===== src/rtl/dsp_xor_stream_descrambler.sv =====
// dsp_xor_stream_descrambler
//   Receive-side keystream remover. Each accepted masked word is XORed with the
//   current Fibonacci-LFSR keystream word, and the keystream then advances one step.
//   A LATENCY-deep valid/ready pipeline carries the plain words to the consumer.
//   CE freezes every register. A seed load restarts the keystream and the word counter.
module dsp_xor_stream_descrambler #(
  parameter int          WIDTH   = 48,
  parameter int          LATENCY = 2,
  parameter logic [47:0] POLY    = 48'hC000_0018_0000,
  parameter logic [47:0] SEED    = 48'h0000_0000_0001
) (
  input  logic             clk_i,
  input  logic             rst_i,
  input  logic             ce_i,
  input  logic             seed_load_i,
  input  logic [WIDTH-1:0] seed_in_i,
  input  logic             s_valid_i,
  output logic             s_ready_o,
  input  logic [WIDTH-1:0] s_data_i,
  output logic             m_valid_o,
  input  logic             m_ready_i,
  output logic [WIDTH-1:0] m_data_o,
  output logic [15:0]      word_cnt_o
);

  generate
    if ((WIDTH < 1) || (WIDTH > 48)) begin : g_bad_width
      $error("dsp_xor_stream_descrambler: WIDTH must be in 1..48");
    end
    if ((LATENCY < 1) || (LATENCY > 2)) begin : g_bad_latency
      $error("dsp_xor_stream_descrambler: LATENCY must be in 1..2");
    end
  endgenerate

  localparam logic [WIDTH-1:0] POLY_W = POLY[WIDTH-1:0];
  localparam logic [WIDTH-1:0] SEED_W = SEED[WIDTH-1:0];

  // One Fibonacci step: shift left and insert the tap parity at bit 0.
  // The bit loop keeps WIDTH=1 legal, where the step reduces to the parity alone.
  function automatic logic [WIDTH-1:0] lfsr_step(input logic [WIDTH-1:0] ks);
    logic [WIDTH-1:0] nxt;
    nxt    = {WIDTH{1'b0}};
    nxt[0] = ^(ks & POLY_W);
    for (int i = 1; i < WIDTH; i++) begin
      nxt[i] = ks[i-1];
    end
    return nxt;
  endfunction

  logic                          en_s;
  logic                          accept_s;
  logic                          deliver_s;
  logic                          load_s;
  logic [LATENCY-1:0]            vld_q, vld_d;
  logic [LATENCY-1:0][WIDTH-1:0] dat_q, dat_d;
  logic [WIDTH-1:0]              ks_q, ks_d;
  logic [15:0]                   cnt_q, cnt_d;

  // Handshake: the pipe advances only when CE is high and the output slot can drain.
  always_comb begin
    en_s      = ce_i & (~vld_q[LATENCY-1] | m_ready_i);
    load_s    = ce_i & seed_load_i;
    s_ready_o = en_s & ~seed_load_i;
    accept_s  = s_valid_i & s_ready_o;
    deliver_s = ce_i & vld_q[LATENCY-1] & m_ready_i;
  end

  // Pipeline next state: stage 0 takes the descrambled word or a bubble, and the rest shift.
  always_comb begin
    vld_d = vld_q;
    dat_d = dat_q;
    if (en_s) begin
      vld_d[0] = accept_s;
      if (accept_s) begin
        dat_d[0] = s_data_i ^ ks_q;
      end else begin
        dat_d[0] = dat_q[0];
      end
      for (int i = 1; i < LATENCY; i++) begin
        vld_d[i] = vld_q[i-1];
        dat_d[i] = dat_q[i-1];
      end
    end else begin
      vld_d = vld_q;
      dat_d = dat_q;
    end
  end

  // Keystream next state: a load forces a nonzero seed, and each accept advances one step.
  always_comb begin
    ks_d = ks_q;
    if (load_s) begin
      if (seed_in_i == {WIDTH{1'b0}}) begin
        ks_d = SEED_W;
      end else begin
        ks_d = seed_in_i;
      end
    end else if (accept_s) begin
      ks_d = lfsr_step(ks_q);
    end else begin
      ks_d = ks_q;
    end
  end

  // Delivered-word counter: a seed load clears it and takes priority over a delivery.
  // The counter saturates instead of wrapping.
  always_comb begin
    cnt_d = cnt_q;
    if (load_s) begin
      cnt_d = 16'h0000;
    end else if (deliver_s && (cnt_q != 16'hFFFF)) begin
      cnt_d = cnt_q + 16'h0001;
    end else begin
      cnt_d = cnt_q;
    end
  end

  // State registers: reset empties the pipe and returns the keystream to SEED.
  always_ff @(posedge clk_i or posedge rst_i) begin
    if (rst_i) begin
      vld_q <= {LATENCY{1'b0}};
      dat_q <= {(LATENCY*WIDTH){1'b0}};
      ks_q  <= SEED_W;
      cnt_q <= 16'h0000;
    end else begin
      vld_q <= vld_d;
      dat_q <= dat_d;
      ks_q  <= ks_d;
      cnt_q <= cnt_d;
    end
  end

  assign m_valid_o  = vld_q[LATENCY-1];
  assign m_data_o   = dat_q[LATENCY-1];
  assign word_cnt_o = cnt_q;

endmodule


===== config.mk =====
export PLATFORM = sky130hd
export DESIGN_NAME = dsp_xor_stream_descrambler
export DESIGN_NICKNAME = d
export VERILOG_FILES = /design/src/rtl/dsp_xor_stream_descrambler.sv
export SDC_FILE = /design/constraint.sdc
export NUM_CORES = 1
export LEC_CHECK = 0
export BUFFER_PORTS_ARGS = -buffer_cell sky130_fd_sc_hd__buf_2
export CAP_MARGIN = 20
export CORE_ASPECT_RATIO = 0.6
export CORE_MARGIN = 10
export CORE_UTILIZATION = 35
export DETAILED_ROUTE_END_ITERATION = 10
export PLACE_DENSITY = 0.54
export SYNTH_ARGS = -nofsm -noshare
export SYNTH_HDL_FRONTEND = slang
export SYNTH_SLANG_ARGS = --single-unit

===== constraint.sdc =====
create_clock -name clk_i -period 6.06 [get_ports clk_i]
set_input_delay 0.606 -clock clk_i [delete_from_list [all_inputs] [get_ports clk_i]]
set_output_delay 0.606 -clock clk_i [all_outputs]
set_load 0.005 [all_outputs]

* Yosys cells after proc, flatten, opt, wreduce, memory -nomap -nowiden
Index checks and enable logic that the tools add are counted.
Widths: inputs -> output; s select.
** Storage, ports and cells
- Logic and storage cells :: 28
- Bits of input ports :: 102
- Output and inout bits :: 66
- Flip-flop bits (word level) :: 162
** Cells by class
- Add/subtract/negate cells :: 1
- Multiplexer cells :: 5
- Bitwise gates (word level) :: 10
- Equal/unequal tests :: 1
- Reduce and logical (&&, ||, !) cells :: 6
** Operator list (number)
- $mux 48 :: 3
- $logic_not 48->1 :: 1
- $reduce_xor 48->1 :: 1
- $xor 48x48->48 :: 1
- $mux 16 :: 2
- $add 16x1->16 const B :: 1
- $ne 16x16->1 const B :: 1
- $and 1x1->1 :: 6
- $reduce_bool 2->1 :: 2
- $not 1->1 :: 2
- $reduce_and 2->1 :: 1
- $logic_and 1x1->1 :: 1
- $or 1x1->1 :: 1

* Depth between registers and ports, before layout
- Depth in word-level cells :: 7
- Depth in mapped cells :: 7

* Worst setup path before layout
Ideal clock, no wire load.
- Kind :: input -> register
- From :: input port ce_i
- To :: register cnt_q[9], in the netlist word_cnt_o[9]
- Setup slack :: 4.064 ns
- Data arrival time :: 1.876 ns
- Library setup time :: 0.120 ns
- Stages on the path :: 6
- Data required time :: 5.940 ns
- Cells stage by stage :: buf_4 -> nand3_2 -> or3_1 -> buf_2 -> or4_1 -> o211a_1
** On the way
- Longest elaborated chain between the ends :: 4
** Ends and longest elaborated chain
- start, declared :: RTL line 14 : input logic ce_i,
- $and 1x1->1 (2 in a row) :: RTL line 65 : deliver_s = ce_i & vld_q[LATENCY-1] & m_ready_i;
- $logic_and 1x1->1 :: RTL line 111 : end else if (deliver_s && (cnt_q != 16'hFFFF)) begin
- $reduce_bool 2->1 (no source line)
- end signal, assigned :: RTL line 129 : cnt_q <= cnt_d;
- end, declared :: RTL line 57 : logic [15:0] cnt_q, cnt_d;
Several ways; a longest one is shown, not always the timed one.
A chain may end at the register's enable or synchronous reset.

* Worst setup path after layout
- From :: register vld_q[1]
- To :: register ks_q[16]
** On the way
- Longest elaborated chain between the ends :: 6
** Ends and longest elaborated chain
- start, declared :: RTL line 54 : logic [LATENCY-1:0] vld_q, vld_d;
- start signal, assigned :: RTL line 121 : vld_q <= {LATENCY{1'b0}};
- start signal, assigned :: RTL line 126 : vld_q <= vld_d;
- $not 1->1 :: RTL line 61 : en_s = ce_i & (~vld_q[LATENCY-1] | m_ready_i);
- $or 1x1->1 :: RTL line 61
- $and 1x1->1 :: RTL line 61
- $and 1x1->1 :: RTL line 63 : s_ready_o = en_s & ~seed_load_i;
- $and 1x1->1 :: RTL line 64 : accept_s = s_valid_i & s_ready_o;
- $reduce_bool 2->1 (no source line)
- end signal, assigned :: RTL line 128 : ks_q <= ks_d;
- end, declared :: RTL line 56 : logic [WIDTH-1:0] ks_q, ks_d;
Every way passes these cells.

==> impl_metrics.py <==
metrics = {
    "worst_setup_path": {
        "max_stage_delay_ps": 740,
        "critPathSlowestCell": "o2111ai_4",
        "crit_buf_inv": 2,
        "crit_family": "buffers and inverters",
        "worstPathCellList": "inv_1 > o2111ai_4 > buf_4 > mux2i_1 > o21ai_0",
        "crit_path_start_kind": "flip-flop",
        "worst-path-max-fanout": 63,
        "critPathArrivalTime_ps": 2920,
        "worstSetupEndpointType": "flip-flop",
        "worst-setup-path-type": "reg -> reg",
        "required_ps": 6320,
    },
    "detailed_routing": {
        "wire_per_inst_um": 17.5,
        "vias": 5177,
        "ant_nets": 0,
        "post-route-drc-count": 0,
        "first_iter_violations": 289,
        "first_pass_iters": 4,
        "via_per_inst": 4.73,
        "finalWirelength_um": 19200,
    },
    "layout": {
        "areaGrowthSynthToFinish_pct": 18.2,
        "fillers": 2084,
        "final_cell_area_mm2": 0.00891,
        "drive_gt1_frac": 0.313,
        "finalNetCount": 905,
        "diodes": 0,
    },
    "worst_hold_path": {
        "hp-class": "in -> reg",
    },
    "timing": {
        "worst_pin_slew_ps": 974,
        "period_needed_ps": 2660,
        "layout_worst_path_cycle_share": 0.439,
        "max_slew_margin": 0.350,
        "slew_viol_final": 0,
        "fmax_mhz": 376,
        "rsz0062_at_grt": "false",
        "hold_slack_ps": 402,
        "clock_skew_ps": 8.82,
        "finalSetupViolations": 0,
        "tns_ps": 0,
        "hold_violations": 0,
    },
    "die": {
        "core_mm2": 0.0211,
        "die-area_mm2": 0.0280,
        "die_h_um": 134,
        "pin_count": 168,
        "die-width_um": 210,
        "rows": 41,
        "initial_core_util": 0.358,
    },
    "global_routing": {
        "grt_first_pass_wirelength_um": 30700,
        "grt_pass1_vias": 5326,
        "grt_max_degree": 105,
        "gr-total-overflow": 0,
        "grt_use_total": 0.138,
        "grt_antenna_before_repair": 0,
    },
    "outcome": {
        "outcome": "finished, final reports clean",
    },
    "logic_synthesis": {
        "synth.top_cell.area_share": 0.534,
        "ys.flop_type": "dfrtp_1",
        "avgSynthCellArea_um2": 10.9,
        "synth_async_sr_flop_share": 1.00,
        "synth_area_mm2": 0.00754,
        "synth-seq-cells": 162,
        "synth_cell_types": 41,
        "yosys-top-cells-count": "161 x dfrtp_1, 113 x nand2_1, 97 x o21ai_0, 55 x mux2i_1, 50 x xnor2_1",
        "yosysMostFrequentCell": "dfrtp_1",
        "synth-edff-count": 0,
        "synth_area_leaders": "dfrtp_1 53%, mux2i_1 7.3%, mux2_2 7.2%",
        "ys_warn_count": 0,
        "synth_seq_area_share": 0.538,
        "synth_fp_nets": 798,
        "syn-instance-count": 695,
        "yosys.area.top_type": "dfrtp_1",
    },
    "pwr": {
        "p_per_area_mw_per_mm2": 369,
        "ir_drop_uv": 191,
        "p_leak_nw": 4.34,
    },
    "cts": {
        "cts.sink_count": 162,
        "clockRootBuffer": "clkbuf_16",
        "clockBufferDepth": 2,
        "htreeDepth": 4,
        "cts_tree": "yes",
        "cts_buffers": 17,
        "clk_pin_slew_ps": 60,
        "clk_latency_ps": 420,
        "hold_buffers": 0,
        "cts_resized": 0,
        "cts_setup_buffers": 0,
    },
    "placed_design": {
        "hpwlAfterDp_um": 13800,
        "port_buffers": 167,
        "gp_congestion": 0.769,
        "dpl_cell_area_mm2": 0.00829,
    },
    "job": {
        "cap_violations": 0,
    },
}
-- report_power, final --
group | switching, mW | total, mW | internal (mW) | leakage [nW]
Combinational | 0.277 | 0.609 | 0.332 | 2.01
Clock | 0.434 | 1.15 | 0.712 | 0.297
Sequential | 0.177 | 1.53 | 1.36 | 2.04
Total | 0.888 | 3.29 | 2.40 | 4.34
-- sequential cells by signal, summed over array words and instances (netlist names) --
name / flops
word_cnt_o: 16
ks_q: 48
dat_q: 48
vld_q: 2
m_data_o: 48
-- worst register-to-register path, stage by stage, from the launching register on --
cell,delay [ps]
dfrtp_1,450
inv_1,170
o2111ai_4,740
buf_4,720
mux2i_1,330
o21ai_0,90
-- cell type report --
| type | count | area, µm² | area share |
|---|---|---|---|
| Clock buffer | 23 | 468 | 0.0525 |
| Timing Repair Buffer | 172 | 873 | 0.0980 |
| Inverter | 6 | 27.5 | 0.00309 |
| Clock inverter | 9 | 154 | 0.0173 |
| Sequential cell | 162 | 4060 | 0.455 |
| Tap cell | 279 | 349 | 0.0392 |
| Multi-Input combinational cell | 443 | 2990 | 0.335 |
-- layer usage --
metal | wire length (µm) | up-vias | part of all wire | GRT usage
li1 | - | 2570 | - | -
met5 | 0 | - | 0 | 0
met2 | 7530 | 119 | 0.39 | 0.180
met4 | 176 | 0 | 0.0092 | 0.0382
met3 | 1210 | 12 | 0.063 | 0.0453
met1 | 10200 | 2476 | 0.53 | 0.207
-- worst paths after layout --
path                       cells after the start     startpoint  slack (ps)   endpoint
min reg2reg                                    2       dat_q[8]         470   dat_q[8]
min                                            3  seed_in_i[29]         400   ks_q[29]
max in group asynchronous                      3          rst_i        4340   ks_q[39]
max                                            5       vld_q[1]        3400   ks_q[16]
min in group asynchronous                      2          rst_i         410  dat_q[23]
max reg2reg                                    5       vld_q[1]        3400   ks_q[16]
-- kinds of logic (layout without fill, tap and decap cells) --
group | after synthesis | in the layout | share of synthesized area
multiplexers | 103 | 103 | 0.145
AO/OA/AOI/OAI | 123 | 123 | 0.0882
buffers and inverters | 90 | 210 | 0.0705
AND/OR/NAND/NOR | 165 | 165 | 0.0982
flip-flops | 162 | 162 | 0.538
XOR/XNOR | 51 | 51 | 0.0592
adder cells (fa/ha/maj) | 1 | 1 | 0.00166
-- layout by cell type, fill, tap and decap left out, types with 3 or more instances in the layout --
cell type  instances
a211oi_1           3
a21oi_1            9
buf_2            167
buf_4              5
bufinv_16          4
clkbuf_1           4
clkbuf_16         17
dfrtp_1          161
inv_1              5
mux2_2            48
mux2i_1           55
nand2_1          113
nand2b_1           5
nand3_1            4
nand4_1            7
nor2_1             8
nor4_1            12
o21ai_0           97
o31ai_1            4
or4_1              6
xnor2_1           50
-- stage by stage --
step / std cells / total power, mW / worst slack, ps / util
after floorplan: 695 / 2.04 / 1080 / -
after global placement: 1062 / 2.17 / 3300 / 0.393
after detailed placement: 1062 / 2.18 / 3270 / 0.393
after CTS: 1094 / 3.34 / 3420 / 0.423
after global routing: 1094 / 3.49 / 3150 / 0.423
final: 1094 / 3.29 / 3400 / 0.423
(Power assumes the default switching activity.)
